===== config.mk =====
export PLATFORM = sky130hd
export DESIGN_NAME = smoke_bfm_sched
export DESIGN_NICKNAME = d
export VERILOG_FILES = /design/src/rtl/smoke_bfm_sched.sv
export SDC_FILE = /design/constraint.sdc
export NUM_CORES = 1
export LEC_CHECK = 0
export CAP_MARGIN = 30
export CORE_AREA = 4 4 123 125
export CTS_CLUSTER_DIAMETER = 60
export CTS_CLUSTER_SIZE = 30
export DETAILED_ROUTE_END_ITERATION = 12
export DIE_AREA = 0 0 127 129
export PLACE_DENSITY_LB_ADDON = 0.05
export SETUP_SLACK_MARGIN = 0.02
export SLEW_MARGIN = 20
export SYNTH_ARGS = -nofsm -noshare
export SYNTH_HDL_FRONTEND = slang
export SYNTH_SLANG_ARGS = --single-unit

===== constraint.sdc =====
create_clock -name clock -period 2.9 [get_ports clock]
set_input_delay 0.435 -clock clock [delete_from_list [all_inputs] [get_ports clock]]
set_output_delay 0.435 -clock clock [all_outputs]
set_load 0.01 [all_outputs]

===== src/rtl/smoke_bfm_sched.sv =====
// Round-robin scheduler sharing one smoke BFM command/response channel among N_REQ
// requesters; one transaction in flight, responses routed to the originator, watchdog on silence.
module smoke_bfm_sched #(
    parameter int N_REQ   = 4,
    parameter int CMD_W   = 8,
    parameter int DATA_W  = 32,
    parameter int TIMEOUT = 1024
) (
    input  logic                     clock,
    input  logic                     reset_n,
    input  logic [N_REQ-1:0]         req_valid,
    output logic [N_REQ-1:0]         req_ready,
    input  logic [N_REQ*CMD_W-1:0]   req_cmd,
    input  logic [N_REQ*DATA_W-1:0]  req_data,
    output logic [N_REQ-1:0]         rsp_valid,
    input  logic [N_REQ-1:0]         rsp_ready,
    output logic [DATA_W-1:0]        rsp_data,
    output logic                     rsp_err,
    output logic                     bfm_cmd_valid,
    input  logic                     bfm_cmd_ready,
    output logic [CMD_W-1:0]         bfm_cmd,
    output logic [DATA_W-1:0]        bfm_data,
    input  logic                     bfm_rsp_valid,
    input  logic [DATA_W-1:0]        bfm_rsp_data,
    output logic                     busy,
    output logic [$clog2(N_REQ)-1:0] grant_id
);
    localparam int IDX_W = $clog2(N_REQ);
    localparam int CNT_W = (TIMEOUT > 0) ? $clog2(TIMEOUT + 1) : 1;
    localparam logic [CNT_W-1:0] CNT_LAST = CNT_W'((TIMEOUT > 0) ? TIMEOUT - 1 : 0);

    typedef enum logic [1:0] {IDLE, ISSUE, WAIT, RESP} state_e;
    typedef struct packed {
        logic [CMD_W-1:0]  cmd;
        logic [DATA_W-1:0] data;
    } bfm_req_t;

    state_e            state_q, state_d;
    bfm_req_t          req_q, req_d;
    logic [IDX_W-1:0]  ptr_q, ptr_d, gnt_q, gnt_d, pick, idx;
    logic              req_any;
    logic [CNT_W-1:0]  cnt_q, cnt_d;
    logic [DATA_W-1:0] rdata_q, rdata_d;
    logic              err_q, err_d;

    // Scan from the farthest offset down so the nearest valid requester after ptr wins.
    always_comb begin
        pick    = '0;
        idx     = '0;
        req_any = 1'b0;
        for (int k = N_REQ; k >= 1; k--) begin
            idx = IDX_W'((int'(ptr_q) + k) % N_REQ);
            if (req_valid[idx]) begin
                pick    = idx;
                req_any = 1'b1;
            end
        end
    end

    always_comb begin
        state_d   = state_q;
        req_d     = req_q;
        ptr_d     = ptr_q;
        gnt_d     = gnt_q;
        cnt_d     = cnt_q;
        rdata_d   = rdata_q;
        err_d     = err_q;
        req_ready = '0;
        unique case (state_q)
            IDLE: begin
                if (req_any) begin
                    req_ready[pick] = 1'b1;
                    req_d.cmd  = CMD_W'(req_cmd >> (int'(pick) * CMD_W));
                    req_d.data = DATA_W'(req_data >> (int'(pick) * DATA_W));
                    gnt_d      = pick;
                    ptr_d      = pick;
                    state_d    = ISSUE;
                end
            end
            ISSUE: begin
                if (bfm_cmd_ready) begin
                    cnt_d   = '0;
                    state_d = WAIT;
                end
            end
            WAIT: begin
                if (TIMEOUT != 0) cnt_d = cnt_q + 1'b1;
                // A response arriving on the final watchdog cycle still wins.
                if (bfm_rsp_valid) begin
                    rdata_d = bfm_rsp_data;
                    err_d   = 1'b0;
                    state_d = RESP;
                end else if (TIMEOUT != 0 && cnt_q == CNT_LAST) begin
                    rdata_d = '0;
                    err_d   = 1'b1;
                    state_d = RESP;
                end
            end
            RESP: begin
                if (rsp_ready[gnt_q]) state_d = IDLE;
            end
            default: state_d = IDLE;
        endcase
    end

    always_ff @(posedge clock or negedge reset_n) begin
        if (!reset_n) begin
            state_q <= IDLE;
            req_q   <= '0;
            ptr_q   <= IDX_W'(N_REQ - 1);
            gnt_q   <= '0;
            cnt_q   <= '0;
            rdata_q <= '0;
            err_q   <= 1'b0;
        end else begin
            state_q <= state_d;
            req_q   <= req_d;
            ptr_q   <= ptr_d;
            gnt_q   <= gnt_d;
            cnt_q   <= cnt_d;
            rdata_q <= rdata_d;
            err_q   <= err_d;
        end
    end

    for (genvar i = 0; i < N_REQ; i++) begin : g_rsp
        assign rsp_valid[i] = (state_q == RESP) && (gnt_q == IDX_W'(i));
    end

    assign bfm_cmd_valid = (state_q == ISSUE);
    assign bfm_cmd       = req_q.cmd;
    assign bfm_data      = req_q.data;
    assign rsp_data      = rdata_q;
    assign rsp_err       = err_q;
    assign busy          = (state_q != IDLE);
    assign grant_id      = gnt_q;

endmodule

-- After elaboration in Yosys (flattened, before gate mapping)
Index checks and enable logic that the tools add are counted.
- register bits: 90
- input bits: 204
- output and inout bits: 85
- logic and storage cells: 81
- add/subtract/negate cells: 5
- $lt $le $gt $ge: 7
- equal/unequal tests: 11
- shift operators: 2
- multiplexer cells: 34
- reduce and logical (&&, ||, !) cells: 14
- operators by type and width (cell ; number):
    $shr 128x7->32 ; 1
    $mux 32 ; 2
    $shr 32x5->8 ; 1
    $pmux 11 s2 ; 1
    $lt 2x3->1 const B ; 6
    $mux 2 ; 9
    $mux 1 ; 12
    $add 11x1->11 const B ; 1
    $eq 11x10->1 const B ; 1
    $mux 11 ; 1
    $bmux 1 s2 ; 5
    $eq 2x2->1 const B ; 4
    $mux 4 ; 2
    $pmux 2 s4 ; 1
    $reduce_and 2->1 ; 3
    $reduce_bool 2->1 ; 3
    $logic_and 1x1->1 ; 5
    $add 2x1->2 const B ; 2
    $add 2x2->2 const B ; 2
    $eq 2x1->1 const B ; 2
    $logic_not 2->1 ; 2
    $ne 2x2->1 const B ; 2
    $reduce_and 4->1 ; 1
    $ne 3x3->1 const B ; 1
    3 further kinds ; 3

-- Logic depth before layout (Yosys ltp)
- depth after elaboration: 13
- depth in mapped cells: 8
- mapped depth without buffers: 7

-- Least setup slack after synthesis
Ideal clock, no wire load.
- kind: register to output
- start point: register state_q[0]
- end point: output port req_ready[0]
- arrival: 1.558 ns
- data required time: 2.465 ns
- path slack: 0.907 ns
- stages on the path, launching flop included: 9
- path buffers: 2
- cells stage by stage: dfrtp_1 -> inv_1 -> ha_1 -> inv_1 -> nor2_2 -> nand2b_1 -> buf_2 -> buf_2 -> nor2_1
- cells in the longest elaborated chain, start to end: 2
- RTL lines (item ; line ; RTL):
    start: declaration ; 38 ; state_e state_q, state_d;
    start signal: assignment ; 116 ; state_q <= state_d;
    $logic_not 2->1 ; 69 ; unique case (state_q)
    $mux 4 ; 69 ;
    end: declaration ; 12 ; output logic [N_REQ-1:0] req_ready,
No other way between the ends.

-- Worst setup path in the final report
- start point: register state_q[0]
- end point: output port req_ready[3]
Same word-level chain as after synthesis.

==> flow_metrics.tcl <==
set metrics [dict create \
    period_share 0.914 \
    root_buffer "clkbuf_16" \
    min_path_type "primary input to async pin" \
    ys_types 47 \
    hold_viol 0 \
    critical_path.top_delay_family "buffers and inverters" \
    grt_max_degree 58 \
    cp_num_buf_inv 3 \
    slowest_delay_ns 0.54 \
    worst_pin_slew_ns 0.743 \
    dp.cells 859 \
    synthCells 413 \
    wl_um 17100 \
    critical_path_class "flop to output port" \
    maxSlewViolCount 0 \
    end_kind "output port" \
    gr-usage-all-layers 0.202 \
    rows 43 \
    maxCapViolCount 0 \
    gp_congestion 0.831 \
    clk_pin_slew_worst_paths_ns 0.06 \
    overflow 0 \
    tns_ns 0 \
    fmax_mhz 377 \
    yosysSeqAreaShare 0.455 \
    die_y_um 129 \
    grt_pass1_vias 4685 \
    cts_resized 0 \
    slew_headroom 0.505 \
    p_leak_nw 3.54 \
    crit_chain "inv_1 > ha_1 > inv_1 > nor2_2 > nand2_2 > nor2_1 > clkdlybuf4s50_1" \
    cts_num_sinks 90 \
    finClkSkew_ns 0.00320 \
    io_pins 289 \
    syn_area_um2 4950 \
    grt_pass1_wl_um 25900 \
    cts_buffer_depth 2 \
    status "completed" \
    avgViaCountPerCell 5.10 \
    start_kind "flop" \
    cts_setup_buffers 0 \
    layout_min_cycle_time_ns 2.65 \
    numCtsBuffers 9 \
    synth.net_count 622 \
    htreeDepth 3 \
    setup_viol 0 \
    area_growth_pct 67.3 \
    synth_edf_count 0 \
    avgRoutedWirePerCell_um 19.5 \
    num_vias 4455 \
    die_w_um 127 \
    drt_iter0_markers 209 \
    yosysWarnings 0 \
    numPortBuffers 288 \
    cp_common_cell "inv_1" \
    vdd_drop_max_mv 0.509 \
    antenna_found_initial 1 \
    core_um2 13900 \
    final_antenna_net_count 0 \
    arrival_ns 2.21 \
    rsz0062_at_grt "no" \
    initial_core_util 0.357 \
    holdBufCountCts 0 \
    antennaDiodeCount 0 \
    clock_latency_ns 0.34 \
    drc 0 \
    crit_required_ns 2.47 \
    slowest_stage "clkdlybuf4s50_1" \
    syn_avg_cell_area_um2 12.0 \
    layout.cells.non_filler 874 \
    cts_tree "yes" \
    drive_above_1_share 0.102 \
    synth_flop_cell "dfrtp_1" \
    worstPathMaxFanout 6 \
    ys_seq_elements 90 \
    place_hpwl_um 12900 \
    power.density_nw_per_um2 944 \
    whs_ns 0.0627 \
    drt_pass1_iterations 4 \
    async_reset_ff_frac 1.00 \
    fin_nets 899 \
    die-area_um2 16400 \
]
-- sequential cells by signal, summed over array words and instances, names as in the netlist --
register	flops
bfm_cmd	8
bfm_data	32
cnt_q	11
grant_id	2
ptr_q	2
rsp_data	32
rsp_err	1
state_q	2
-- cell usage after synthesis, types with 3 or more instances --
cell      number  area share
dfrtp_1       88        0.44
mux2i_1       83        0.17
nand2_1       51       0.039
a22o_1        33       0.058
o221ai_2      31       0.094
nor2_1        18       0.014
buf_2         17       0.017
o221ai_1       9       0.016
a21oi_1        6      0.0061
buf_12         6       0.024
clkbuf_1       6      0.0045
nand2b_1       6      0.0076
ha_1           5       0.013
inv_1          5      0.0038
nand3_1        5      0.0050
xor2_1         4      0.0071
xnor2_1        3      0.0053
-- layer usage --
layer  vias to the layer above  global-route usage  routed length [um]
met5                         -                   0                  13
met4                         2              0.0713                 371
met3                        28              0.0606                1410
met2                       197               0.334                8200
met1                      2123               0.253                7090
li1                       2105                   -                   -
-- power by group --
group	switching, mW	total, mW	internal (mW)
logic	1.90	4.11	2.21
registers	0.354	2.19	1.84
clock network	0.491	1.53	1.04
-- placed cells by master, fill, tap and decap left out, drive strengths merged, types with 2 or more instances in the layout --
cell type,Yosys,final
clkdlybuf4s50,0,287
a22o,33,33
buf,24,11
nand3,5,5
nand4,2,2
nor4,2,2
o21ai,4,4
dfrtp,88,88
xnor2,3,3
and2,2,2
dfstp,2,2
mux2,2,2
mux2i,83,83
a221oi,2,2
bufinv,0,5
nor2,19,19
xor2,4,4
nand2,52,52
ha,5,5
inv,5,5
o221ai,40,40
clkbuf,6,10
a21oi,6,6
nand2b,6,6
nor3,3,3
-- worst paths after layout --
path,startpoint,to,slack [ns],depth (start not counted)
worst max register to register,ptr_q[0]$_DFFE_PN1P_,bfm_data[16]$_DFFE_PN0P_,0.67,6
worst min-delay path,reset_n,rsp_data[21]$_DFFE_PN0P_,0.06,1
max in group asynchronous,reset_n,ptr_q[1]$_DFFE_PN1P_,2.12,2
worst min register to register,bfm_data[3]$_DFFE_PN0P_,bfm_data[3]$_DFFE_PN0P_,0.49,2
worst max-delay path,state_q[0]$_DFFE_PN0P_,req_ready[3],0.25,7
min in group clock,bfm_data[3]$_DFFE_PN0P_,bfm_data[3]$_DFFE_PN0P_,0.49,2
-- layout make-up --
class                      count  area, um^2
fill                        1180        5590
timing repair buffer         298        2990
multi-input combinational    286        2410
sequential                    90        2250
clock buffer                  10         239
tap                          180         225
clock inverter                 5         150
inverter                       5        18.8
-- worst register-to-register path: stages, from the launching register on --
cell and delay (ns):
dfstp_2 0.54, nand2b_1 0.14, o21ai_2 0.09, a221oi_4 0.42, buf_12 0.36, mux2i_1 0.41, o221ai_2 0.12
-- logic make-up (layout without fill, tap and decap cells) --
group / Yosys count / count (layout) / share of synthesized area
AO/OA/AOI/OAI: 91 / 91 / 0.198
XOR/XNOR: 7 / 7 / 0.0124
adder cells (fa/ha/maj): 5 / 5 / 0.0126
buffers and inverters: 37 / 318 / 0.0604
flip-flops: 90 / 90 / 0.455
multiplexers: 85 / 85 / 0.172
AND/OR/NAND/NOR: 98 / 98 / 0.0894
-- stage by stage --
stage | cell area (um^2) | power, mW | setup slack, ns | util
detailed placement | 7900 | 6.37 | 0.214 | 0.569
global route | 8290 | 8.31 | 0.0790 | 0.597
CTS | 8290 | 7.93 | 0.242 | 0.597
floorplan | 4950 | 4.63 | 0.907 | -
finish | 8290 | 7.83 | 0.251 | 0.597
global placement | 7900 | 6.30 | 0.278 | 0.569
No activity file was read; power rests on OpenSTA's default activity.
